--- src/rtl/exu_seq_if.sv ---
// Handshake bundle between IDU (master), the sequential EXU (slave) and WBU.
//  Request side : in_valid/in_ready, op, use_imm, src1, src2, imm
//  Response side: out_valid/out_ready, result, carry, overflow, illegal
interface exu_seq_if #(parameter int WIDTH = 32);
  logic             in_valid;
  logic             in_ready;
  logic [3:0]       op;
  logic             use_imm;
  logic [WIDTH-1:0] src1;
  logic [WIDTH-1:0] src2;
  logic [WIDTH-1:0] imm;
  logic             out_valid;
  logic             out_ready;
  logic [WIDTH-1:0] result;
  logic             carry;
  logic             overflow;
  logic             illegal;

  modport master (
    output in_valid, op, use_imm, src1, src2, imm, out_ready,
    input  in_ready, out_valid, result, carry, overflow, illegal
  );

  modport slave (
    input  in_valid, op, use_imm, src1, src2, imm, out_ready,
    output in_ready, out_valid, result, carry, overflow, illegal
  );
endinterface

--- src/rtl/exu_seq.sv ---
// Sequential execution unit: one op per in_valid/in_ready transaction,
// registered result held until out_ready. ALU ops complete in one cycle,
// MUL iterates shift-add for WIDTH cycles.
//  clk  : clock, rising edge
//  rst  : asynchronous reset, active high
//  bus  : exu_seq_if.slave (request in, result/flags out)
module exu_seq #(
  parameter int WIDTH  = 32,
  parameter bit MUL_EN = 1'b1
) (
  input logic      clk,
  input logic      rst,
  exu_seq_if.slave bus
);
  localparam int SH_W = $clog2(WIDTH);

  localparam logic [3:0] OP_ADD  = 4'd0;
  localparam logic [3:0] OP_SUB  = 4'd1;
  localparam logic [3:0] OP_AND  = 4'd2;
  localparam logic [3:0] OP_OR   = 4'd3;
  localparam logic [3:0] OP_XOR  = 4'd4;
  localparam logic [3:0] OP_SLL  = 4'd5;
  localparam logic [3:0] OP_SRL  = 4'd6;
  localparam logic [3:0] OP_SRA  = 4'd7;
  localparam logic [3:0] OP_CMPU = 4'd8;
  localparam logic [3:0] OP_CMPS = 4'd9;
  localparam logic [3:0] OP_MUL  = 4'd10;

  typedef enum logic [1:0] {IDLE, BUSY, DONE} state_t;

  localparam logic [WIDTH-1:0] CMP_GT = WIDTH'(2);
  localparam logic [WIDTH-1:0] CMP_LT = WIDTH'(4);

  state_t           state;
  logic             out_valid, carry, overflow, illegal;
  logic [WIDTH-1:0] result;
  logic [WIDTH-1:0] acc, mcand, mplier;
  logic [SH_W-1:0]  cnt;

  // Operand select and single-cycle datapath (evaluated on accept only)
  logic [WIDTH-1:0]        a, b;
  logic signed [WIDTH-1:0] a_s;
  logic [SH_W-1:0]         sh;
  logic [WIDTH:0]          add_s, sub_s;
  logic                    add_v, sub_v, eq, lt_u, lt_s, mul_go;
  logic [WIDTH-1:0]        nx_res, acc_nx;
  logic                    nx_c, nx_v, nx_ill;

  assign a     = bus.src1;
  assign b     = bus.use_imm ? bus.imm : bus.src2;
  assign a_s   = a;
  assign sh    = b[SH_W-1:0];
  assign add_s = {1'b0, a} + {1'b0, b};
  // SUB as a + ~b + 1 so the carry-out is the no-borrow flag
  assign sub_s = {1'b0, a} + {1'b0, ~b} + (WIDTH+1)'(1);
  assign add_v = (a[WIDTH-1] == b[WIDTH-1]) & (add_s[WIDTH-1] ^ a[WIDTH-1]);
  assign sub_v = (a[WIDTH-1] ^ b[WIDTH-1]) & (sub_s[WIDTH-1] ^ a[WIDTH-1]);
  assign eq    = (sub_s[WIDTH-1:0] == '0);
  assign lt_u  = ~sub_s[WIDTH];
  assign lt_s  = sub_s[WIDTH-1] ^ sub_v;

  assign mul_go = MUL_EN && (bus.op == OP_MUL);
  assign acc_nx = acc + (mplier[0] ? mcand : '0);

  always_comb begin
    nx_res = '0;
    nx_c   = 1'b0;
    nx_v   = 1'b0;
    nx_ill = 1'b0;
    case (bus.op)
      OP_ADD:  begin nx_res = add_s[WIDTH-1:0]; nx_c = add_s[WIDTH]; nx_v = add_v; end
      OP_SUB:  begin nx_res = sub_s[WIDTH-1:0]; nx_c = sub_s[WIDTH]; nx_v = sub_v; end
      OP_AND:  nx_res = a & b;
      OP_OR:   nx_res = a | b;
      OP_XOR:  nx_res = a ^ b;
      OP_SLL:  nx_res = a << sh;
      OP_SRL:  nx_res = a >> sh;
      OP_SRA:  nx_res = WIDTH'(a_s >>> sh);
      OP_CMPU: begin
        nx_res = eq ? '0 : (lt_u ? CMP_LT : CMP_GT);
        nx_c   = sub_s[WIDTH];
      end
      OP_CMPS: begin
        nx_res = eq ? '0 : (lt_s ? CMP_LT : CMP_GT);
        nx_c   = sub_s[WIDTH];
        nx_v   = sub_v;
      end
      // MUL reaching here means the multiplier is not built
      default: nx_ill = 1'b1;
    endcase
  end

  assign bus.in_ready  = (state == IDLE);
  assign bus.out_valid = out_valid;
  assign bus.result    = result;
  assign bus.carry     = carry;
  assign bus.overflow  = overflow;
  assign bus.illegal   = illegal;

  always_ff @(posedge clk or posedge rst) begin
    if (rst) begin
      state     <= IDLE;
      out_valid <= 1'b0;
      result    <= '0;
      carry     <= 1'b0;
      overflow  <= 1'b0;
      illegal   <= 1'b0;
      acc       <= '0;
      mcand     <= '0;
      mplier    <= '0;
      cnt       <= '0;
    end else begin
      case (state)
        IDLE: begin
          if (bus.in_valid) begin
            if (mul_go) begin
              state  <= BUSY;
              acc    <= '0;
              mcand  <= a;
              mplier <= b;
              cnt    <= '0;
            end else begin
              state     <= DONE;
              out_valid <= 1'b1;
              result    <= nx_res;
              carry     <= nx_c;
              overflow  <= nx_v;
              illegal   <= nx_ill;
            end
          end
        end
        BUSY: begin
          acc    <= acc_nx;
          mcand  <= mcand << 1;
          mplier <= mplier >> 1;
          cnt    <= cnt + 1'b1;
          // Last iteration folds straight into the result register
          if (cnt == SH_W'(WIDTH-1)) begin
            state     <= DONE;
            out_valid <= 1'b1;
            result    <= acc_nx;
            carry     <= 1'b0;
            overflow  <= 1'b0;
            illegal   <= 1'b0;
            cnt       <= '0;
          end
        end
        DONE: begin
          if (bus.out_ready) begin
            state     <= IDLE;
            out_valid <= 1'b0;
          end
        end
        default: state <= IDLE;
      endcase
    end
  end
endmodule

--- src/flat_wrapper.sv ---
// flat-port wrapper written by rule: the top's interface ports become plain ports
module exu_seq_flat 
#(
  parameter int WIDTH  = 32,
  parameter bit MUL_EN = 1'b1
)
  (clk, rst, bus_in_valid, bus_op, bus_use_imm, bus_src1, bus_src2, bus_imm, bus_out_ready, bus_in_ready, bus_out_valid, bus_result, bus_carry, bus_overflow, bus_illegal);
  exu_seq_if #(.WIDTH(WIDTH)) bus_i ();
  input logic clk;
  input logic rst;
  input wire logic [$bits(bus_i.in_valid)-1:0] bus_in_valid;
  input wire logic [$bits(bus_i.op)-1:0] bus_op;
  input wire logic [$bits(bus_i.use_imm)-1:0] bus_use_imm;
  input wire logic [$bits(bus_i.src1)-1:0] bus_src1;
  input wire logic [$bits(bus_i.src2)-1:0] bus_src2;
  input wire logic [$bits(bus_i.imm)-1:0] bus_imm;
  input wire logic [$bits(bus_i.out_ready)-1:0] bus_out_ready;
  output wire logic [$bits(bus_i.in_ready)-1:0] bus_in_ready;
  output wire logic [$bits(bus_i.out_valid)-1:0] bus_out_valid;
  output wire logic [$bits(bus_i.result)-1:0] bus_result;
  output wire logic [$bits(bus_i.carry)-1:0] bus_carry;
  output wire logic [$bits(bus_i.overflow)-1:0] bus_overflow;
  output wire logic [$bits(bus_i.illegal)-1:0] bus_illegal;
  assign bus_i.in_valid = bus_in_valid;
  assign bus_i.op = bus_op;
  assign bus_i.use_imm = bus_use_imm;
  assign bus_i.src1 = bus_src1;
  assign bus_i.src2 = bus_src2;
  assign bus_i.imm = bus_imm;
  assign bus_i.out_ready = bus_out_ready;
  assign bus_in_ready = bus_i.in_ready;
  assign bus_out_valid = bus_i.out_valid;
  assign bus_result = bus_i.result;
  assign bus_carry = bus_i.carry;
  assign bus_overflow = bus_i.overflow;
  assign bus_illegal = bus_i.illegal;
  exu_seq #(.WIDTH(WIDTH), .MUL_EN(MUL_EN)) u_core (.clk(clk), .rst(rst), .bus(bus_i));
endmodule
--- config.mk ---
export PLATFORM = sky130hd
export DESIGN_NAME = exu_seq_flat
export DESIGN_NICKNAME = d
export VERILOG_FILES = /design/src/rtl/exu_seq_if.sv /design/src/rtl/exu_seq.sv /design/src/flat_wrapper.sv
export SDC_FILE = /design/constraint.sdc
export NUM_CORES = 1
export LEC_CHECK = 0
export CORE_MARGIN = 10
export CORE_UTILIZATION = 55
export DETAILED_ROUTE_END_ITERATION = 6
export PLACE_DENSITY = 0.79
export SETUP_SLACK_MARGIN = 0.2
export SLEW_MARGIN = 10
export SYNTH_ARGS = -nofsm -noshare
export SYNTH_HDL_FRONTEND = slang
export SYNTH_SLANG_ARGS = --single-unit
export TNS_END_PERCENT = 100
--- constraint.sdc ---
create_clock -name clk -period 4.93 [get_ports clk]
set_input_delay 1.2325 -clock clk [delete_from_list [all_inputs] [get_ports clk]]
set_output_delay 1.2325 -clock clk [all_outputs]
set_load 0.02 [all_outputs]
# Word level (Yosys, flattened, before mapping)
# Cells that the tools add are included.
[classes] eq_ne=19 n_shift=3 addsub=5 bitwise_logic=10 n_mux=47 n_reduce_logical=12
[op_table] cell="2-to-1 mux 32 bit" count=13
[op_table] cell="one-hot mux 32 bit (10 select lines)" count=1
[op_table] cell="one-hot mux 32 bit (2 select lines)" count=4
[op_table] cell="adder 32 x 32 -> 33 bit" count=2
[op_table] cell="adder 33 x 1 -> 33 bit, second input constant" count=1
[op_table] cell="adder 32 bit" count=1
[op_table] cell="bitwise AND 32 bit" count=1
[op_table] cell="logical NOT 32 bit" count=1
[op_table] cell="inverter 32 bit" count=1
[op_table] cell="OR 32 bit" count=1
[op_table] cell="left shift 32 x 5 -> 32 bit" count=1
[op_table] cell="right shift 32 x 5 -> 32 bit" count=1
[op_table] cell=">>> shifter 32 x 5 -> 32 bit" count=1
[op_table] cell="XOR 32 bit" count=1
[op_table] cell="equality test 4 x 3 -> 1 bit, second input constant" count=4
[op_table] cell="2-to-1 mux 5 bit" count=3
[op_table] cell="equality test 4 bit, second input constant" count=3
[op_table] cell="2-to-1 mux 1 bit" count=12
[op_table] cell="one-hot mux 1 bit (2 select lines)" count=5
[op_table] cell="one-hot mux 5 bit (2 select lines)" count=1
[op_table] cell="OR reduction 10 bit" count=1
[op_table] cell="equality test 4 x 2 -> 1 bit, second input constant" count=2
[op_table] cell="2-to-1 mux 2 bit" count=4
[op_table] cell="2-to-1 mux 3 bit" count=2
[op_table] cell="21 further kinds" count=29
[word_totals] ff_bits=139 out_inout_bits=37

# Longest topological paths before layout
[depth] word_depth=13 depth_mapped=28 depth_no_buf=23

# Least setup slack after synthesis
# No wires, ideal clock.
[synth_path] path_type="input port to flip-flop" from="input bus_use_imm" to="register u_core.result[1] (netlist: u_core.bus.result[1])" setup_ns=0.134 n_path_buf=6 slack_ns=-2.050 cell_stages=28 arrival_time_ns=6.846 cell_sequence="buf_2 > mux2i_1 > clkbuf_1 > clkbuf_1 > buf_2 > buf_2 > ha_1 > buf_6 > or2b_1 > o311ai_2 > a2111o_1 > nand2_1 > a2111oi_4 > inv_1 > a21oi_1 > o21bai_1 > a21oi_1 > fa_1 > nand3b_1 > a21oi_1 > o221ai_1 > a21oi_1 > nand3_1 > or4_1 > nor4_2 > nand4_1 > nor4_2 > o32ai_1"
[synth_via] elab_chain_cells=13
[synth_lines] element="from (decl)" line="flat_wrapper.sv:13" rtl="input wire logic [$bits(bus_i.use_imm)-1:0] bus_use_imm;"
[synth_lines] element="2-to-1 mux 32 bit *" line="exu_seq.sv:50" rtl="assign b = bus.use_imm ? bus.imm : bus.src2;"
[synth_lines] element="inverter 32 bit" line="exu_seq.sv:55" rtl="assign sub_s = {1'b0, a} + {1'b0, ~b} + (WIDTH+1)'(1);"
[synth_lines] element="adder 32 x 32 -> 33 bit" line="exu_seq.sv:55"
[synth_lines] element="adder 33 x 1 -> 33 bit" line="exu_seq.sv:55"
[synth_lines] element="XOR 1 bit" line="exu_seq.sv:57" rtl="assign sub_v = (a[WIDTH-1] ^ b[WIDTH-1]) & (sub_s[WIDTH-1] ^ a[WIDTH-1]);"
[synth_lines] element="bitwise AND 1 bit" line="exu_seq.sv:57"
[synth_lines] element="XOR 1 bit" line="exu_seq.sv:60" rtl="assign lt_s = sub_s[WIDTH-1] ^ sub_v;"
[synth_lines] element="2-to-1 mux 3 bit" line="exu_seq.sv:84" rtl="nx_res = eq ? '0 : (lt_s ? CMP_LT : CMP_GT);"
[synth_lines] element="2-to-1 mux 32 bit" line="exu_seq.sv:84"
[synth_lines] element="one-hot mux 32 bit (10 select lines) *" line="exu_seq.sv:70" rtl="case (bus.op)"
[synth_lines] element="2-to-1 mux 32 bit *" line="exu_seq.sv:116" rtl="if (mul_go) begin"
[synth_lines] element="2-to-1 mux 32 bit *" line="exu_seq.sv:115" rtl="if (bus.in_valid) begin"
[synth_lines] element="one-hot mux 32 bit (2 select lines) *" line="exu_seq.sv:113" rtl="case (state)"
[synth_lines] element="to (signal assigned)" line="exu_seq.sv:125" rtl="result <= nx_res;"
[synth_lines] element="to (signal assigned)" line="exu_seq.sv:141" rtl="result <= acc_nx;"
[synth_lines] element="to (decl)" line="exu_seq.sv:36" rtl="logic [WIDTH-1:0] result;"
# Every way passes the cells marked *; elsewhere a longest branch is shown, timed or not. The select of a mux whose other input is x is not followed.
# A chain may end at the register's enable or synchronous reset.

# Final worst setup path
[layout_path] from="input bus_use_imm" to="register u_core.result[2] (netlist: u_core.bus.result[2])"
# Same word-level chain as after synthesis.

==> metrics <==
Area Overhead vs Synth=37.9%; Bufs on Longest Clock Path=2; htree depth=4; CTS sink cnt=between 100 and 150; gr usage total=between 40% and 50%; CP top delay family=compound AO/OA/AOI/OAI gates; Yosys reg bits=139; Synthesized Nets=about 2600; max_slew headroom=21.8%; most common library cells after synthesis=nand2_1, nor2_1, a21oi_1, o21ai_0, mux2i_1; Final Slew Violations=0; Slew @ Worst Pin=roughly 1.1 ns; Core Area=30800 um2; first-pass GRT wire length=between 100000 and 150000 um; WL per Instance=about 25 um; Die W=~200 um; Clk Latency, worst-skew pair=about 0.46 ns; drt initial violations=~3600; largest net degree at the start of global routing=72; synth warn=0; Num CTS Buffers=17; CP endpoint kind=register; vias in the first global route=between 20000 and 25000; setup ws final=-0.900 ns; DP HPWL=around 62000 um; area leader, netlist=dfrtp_1; post-synth top area share=20.1%; Routed WL=~83000 um; outcome=finished with violations; Nets=3111; FFs w/ async S/R, synth=100%; Worst Path Max Fanout=9; Max Clock Skew=0.0158 ns; most common cell in the synthesized netlist=nand2_1; root buffer cell=clkbuf_16; post-route cell area=around 24000 um2; Worst path max stage delay=approximately 0.5 ns; Max Clk Rate=between 150 and 200 MHz; Initial DRT Pass Iterations=7; Startpoint Class=input pin; Clock transition at path regs=roughly 0.07 ns; Post-Syn Area=approximately 17000 um2; PwrDens=about 340 nW/um2; initial antenna violation count=3; failing checks=negative setup slack; Synth cell types=84; Die Ht=slightly below 200 um; final setup fails=3; Max-cap violations=0; # DRC=0; mean post-synth cell area=between 7 and 8 um2; Final Hold Violating Endpoints=0; Vias/cell=between 6 and 7; Placed Area=~22000 um2; Ports=around 140; CTS tree=built; CP required=between 5 and 6 ns; Final min period=~5.8 ns; Worst VDD drop=about 0.32 mV; Starting Density=a little under three fifths; site row count=64; share of layout cells above drive strength 1=a little under a quarter; Setup CP Type=in2reg; Worst Path Buf+Inv=6; Main synth FF type=dfrtp_1; setup repair after global routing missed its margin=yes; worst min path class=reg2reg; ANT nets after route=0; Leakage Power=~11 nW; Vias=approximately 22000; Critical Path AT=between 6 and 7 ns; final period utilization=118%; GP Congestion=~1.2; EDFF count, synth=0; CP max-delay cell=or4_4; total global routing overflow=0; post-synthesis instance total=2393; Hold Slack=approximately 0.49 ns; Seq/Total Area, Yosys=around a fifth; Die Area=between 30000 and 40000 um2; Port Buf Inserts=between 100 and 150; top post-synthesis cells by area=dfrtp_1, ha_1, mux2i_1, nand2_1, a21oi_1
logic make-up after synthesis:
| group | Yosys count | share of synthesized area [%] |
|---|---|---|
| AND/OR/NAND/NOR | 858 | 21.9 |
| AO/OA/AOI/OAI | 775 | 29.3 |
| buffers and inverters | 276 | 6.24 |
| multiplexers | 158 | 9.84 |
| flip-flops | 139 | 20.1 |
| adder cells (fa/ha/maj) | 134 | 9.88 |
| XOR/XNOR | 53 | 2.69 |
stage by stage:
stage | setup slack, ns | setup TNS, ns | utilization (%) | instances | total power [W]
5_1_grt | -0.978 | -2.49 | 77.3 | 3282 | 0.00838
6_report | -0.900 | -2.28 | 77.3 | 3282 | 0.00798
2_1_floorplan | -1.32 | -3.61 | - | 2393 | 0.00453
3_3_place_gp | -1.49 | -15.18 | 72.0 | 3219 | 0.00607
3_5_place_dp | -1.72 | -16.14 | 72.0 | 3219 | 0.00627
4_1_cts | -0.830 | -1.87 | 75.4 | 3258 | 0.00769
layout make-up:
cell class                 count  area (um2)
sequential                   139        3480
timing repair buffer         626        5350
fill                        2228        7010
clock inverter                14         134
antenna                        1        2.50
tap                          396         495
inverter                     110         419
multi-input combinational   1978       13500
clock buffer                  18         439
path summary, 6_finish.rpt:
kind,slack [ns],depth (start not counted),startpoint,to
setup / recovery,-0.90,26,bus_use_imm,u_core.bus.result[2]$_DFFE_PP0P_
hold / removal,0.49,1,u_core.cnt[3]$_DFFE_PP0P_,u_core.cnt[3]$_DFFE_PP0P_
setup reg to reg,0.63,12,u_core.mplier[0]$_DFFE_PP0P_,u_core.bus.result[31]$_DFFE_PP0P_
hold reg to reg,0.49,1,u_core.cnt[3]$_DFFE_PP0P_,u_core.cnt[3]$_DFFE_PP0P_
max in group asynchronous,2.86,3,rst,u_core.bus.result[8]$_DFFE_PP0P_
min in group asynchronous,1.31,2,rst,u_core.acc[27]$_DFFE_PP0P_
flip-flops by register name, indices dropped and copies added (netlist names):
register              flops
u_core.bus.overflow       1
u_core.bus.illegal        1
u_core.state              2
u_core.mcand             32
u_core.bus.out_valid      1
u_core.mplier            32
u_core.bus.result        32
u_core.bus.carry          1
u_core.cnt                5
u_core.acc               32
timing repair:
action                                  in CTS  in global routing
resized for setup                           76                 73
pin swaps                                   27                 28
buffers inserted                             6                 20
endpoints found under the setup margin      24                 26
endpoints found under the hold margin        0                  0
hold buffers                                 0                  0
gates cloned                                 1                  3
power by group:
part / internal (W) / switching, W / leakage, nW
combinational: 0.00200 / 0.00265 / 9.01
sequential: 0.00162 / 0.000388 / 1.71
clock: 0.000717 / 0.000599 / 0.272
total: 0.00434 / 0.00364 / 11.0
metal layers:
layer | vias to the layer above | global-route usage, % | wire, um
met5 | - | 0 | 11
met4 | 2 | 23.7 | 5870
met3 | 479 | 11.3 | 11100
met2 | 1901 | 64.5 | 36600
met1 | 10300 | 48.8 | 29600
li1 | 9676 | - | -
cells in the final DEF (no fill, tap or decap), types with 16 or more instances in the layout:
cell	Yosys	routed
a211oi_1	30	27
a21o_1	35	35
a21oi_1	195	183
a22oi_1	22	22
a31oi_1	78	75
and2_1	43	43
and3_1	22	19
buf_4	0	456
clkbuf_16	0	20
clkdlybuf4s50_1	0	134
dfrtp_1	139	139
ha_1	130	111
inv_1	103	101
mux2i_1	145	135
nand2_1	352	350
nand2b_1	17	16
nand3_1	57	57
nor2_1	253	249
nor3_1	45	38
o211ai_1	22	22
o21ai_0	161	157
o221ai_1	18	16
o22ai_1	32	30
o31ai_1	27	23
xnor2_1	43	42
Power figures use the tool's default switching activity.
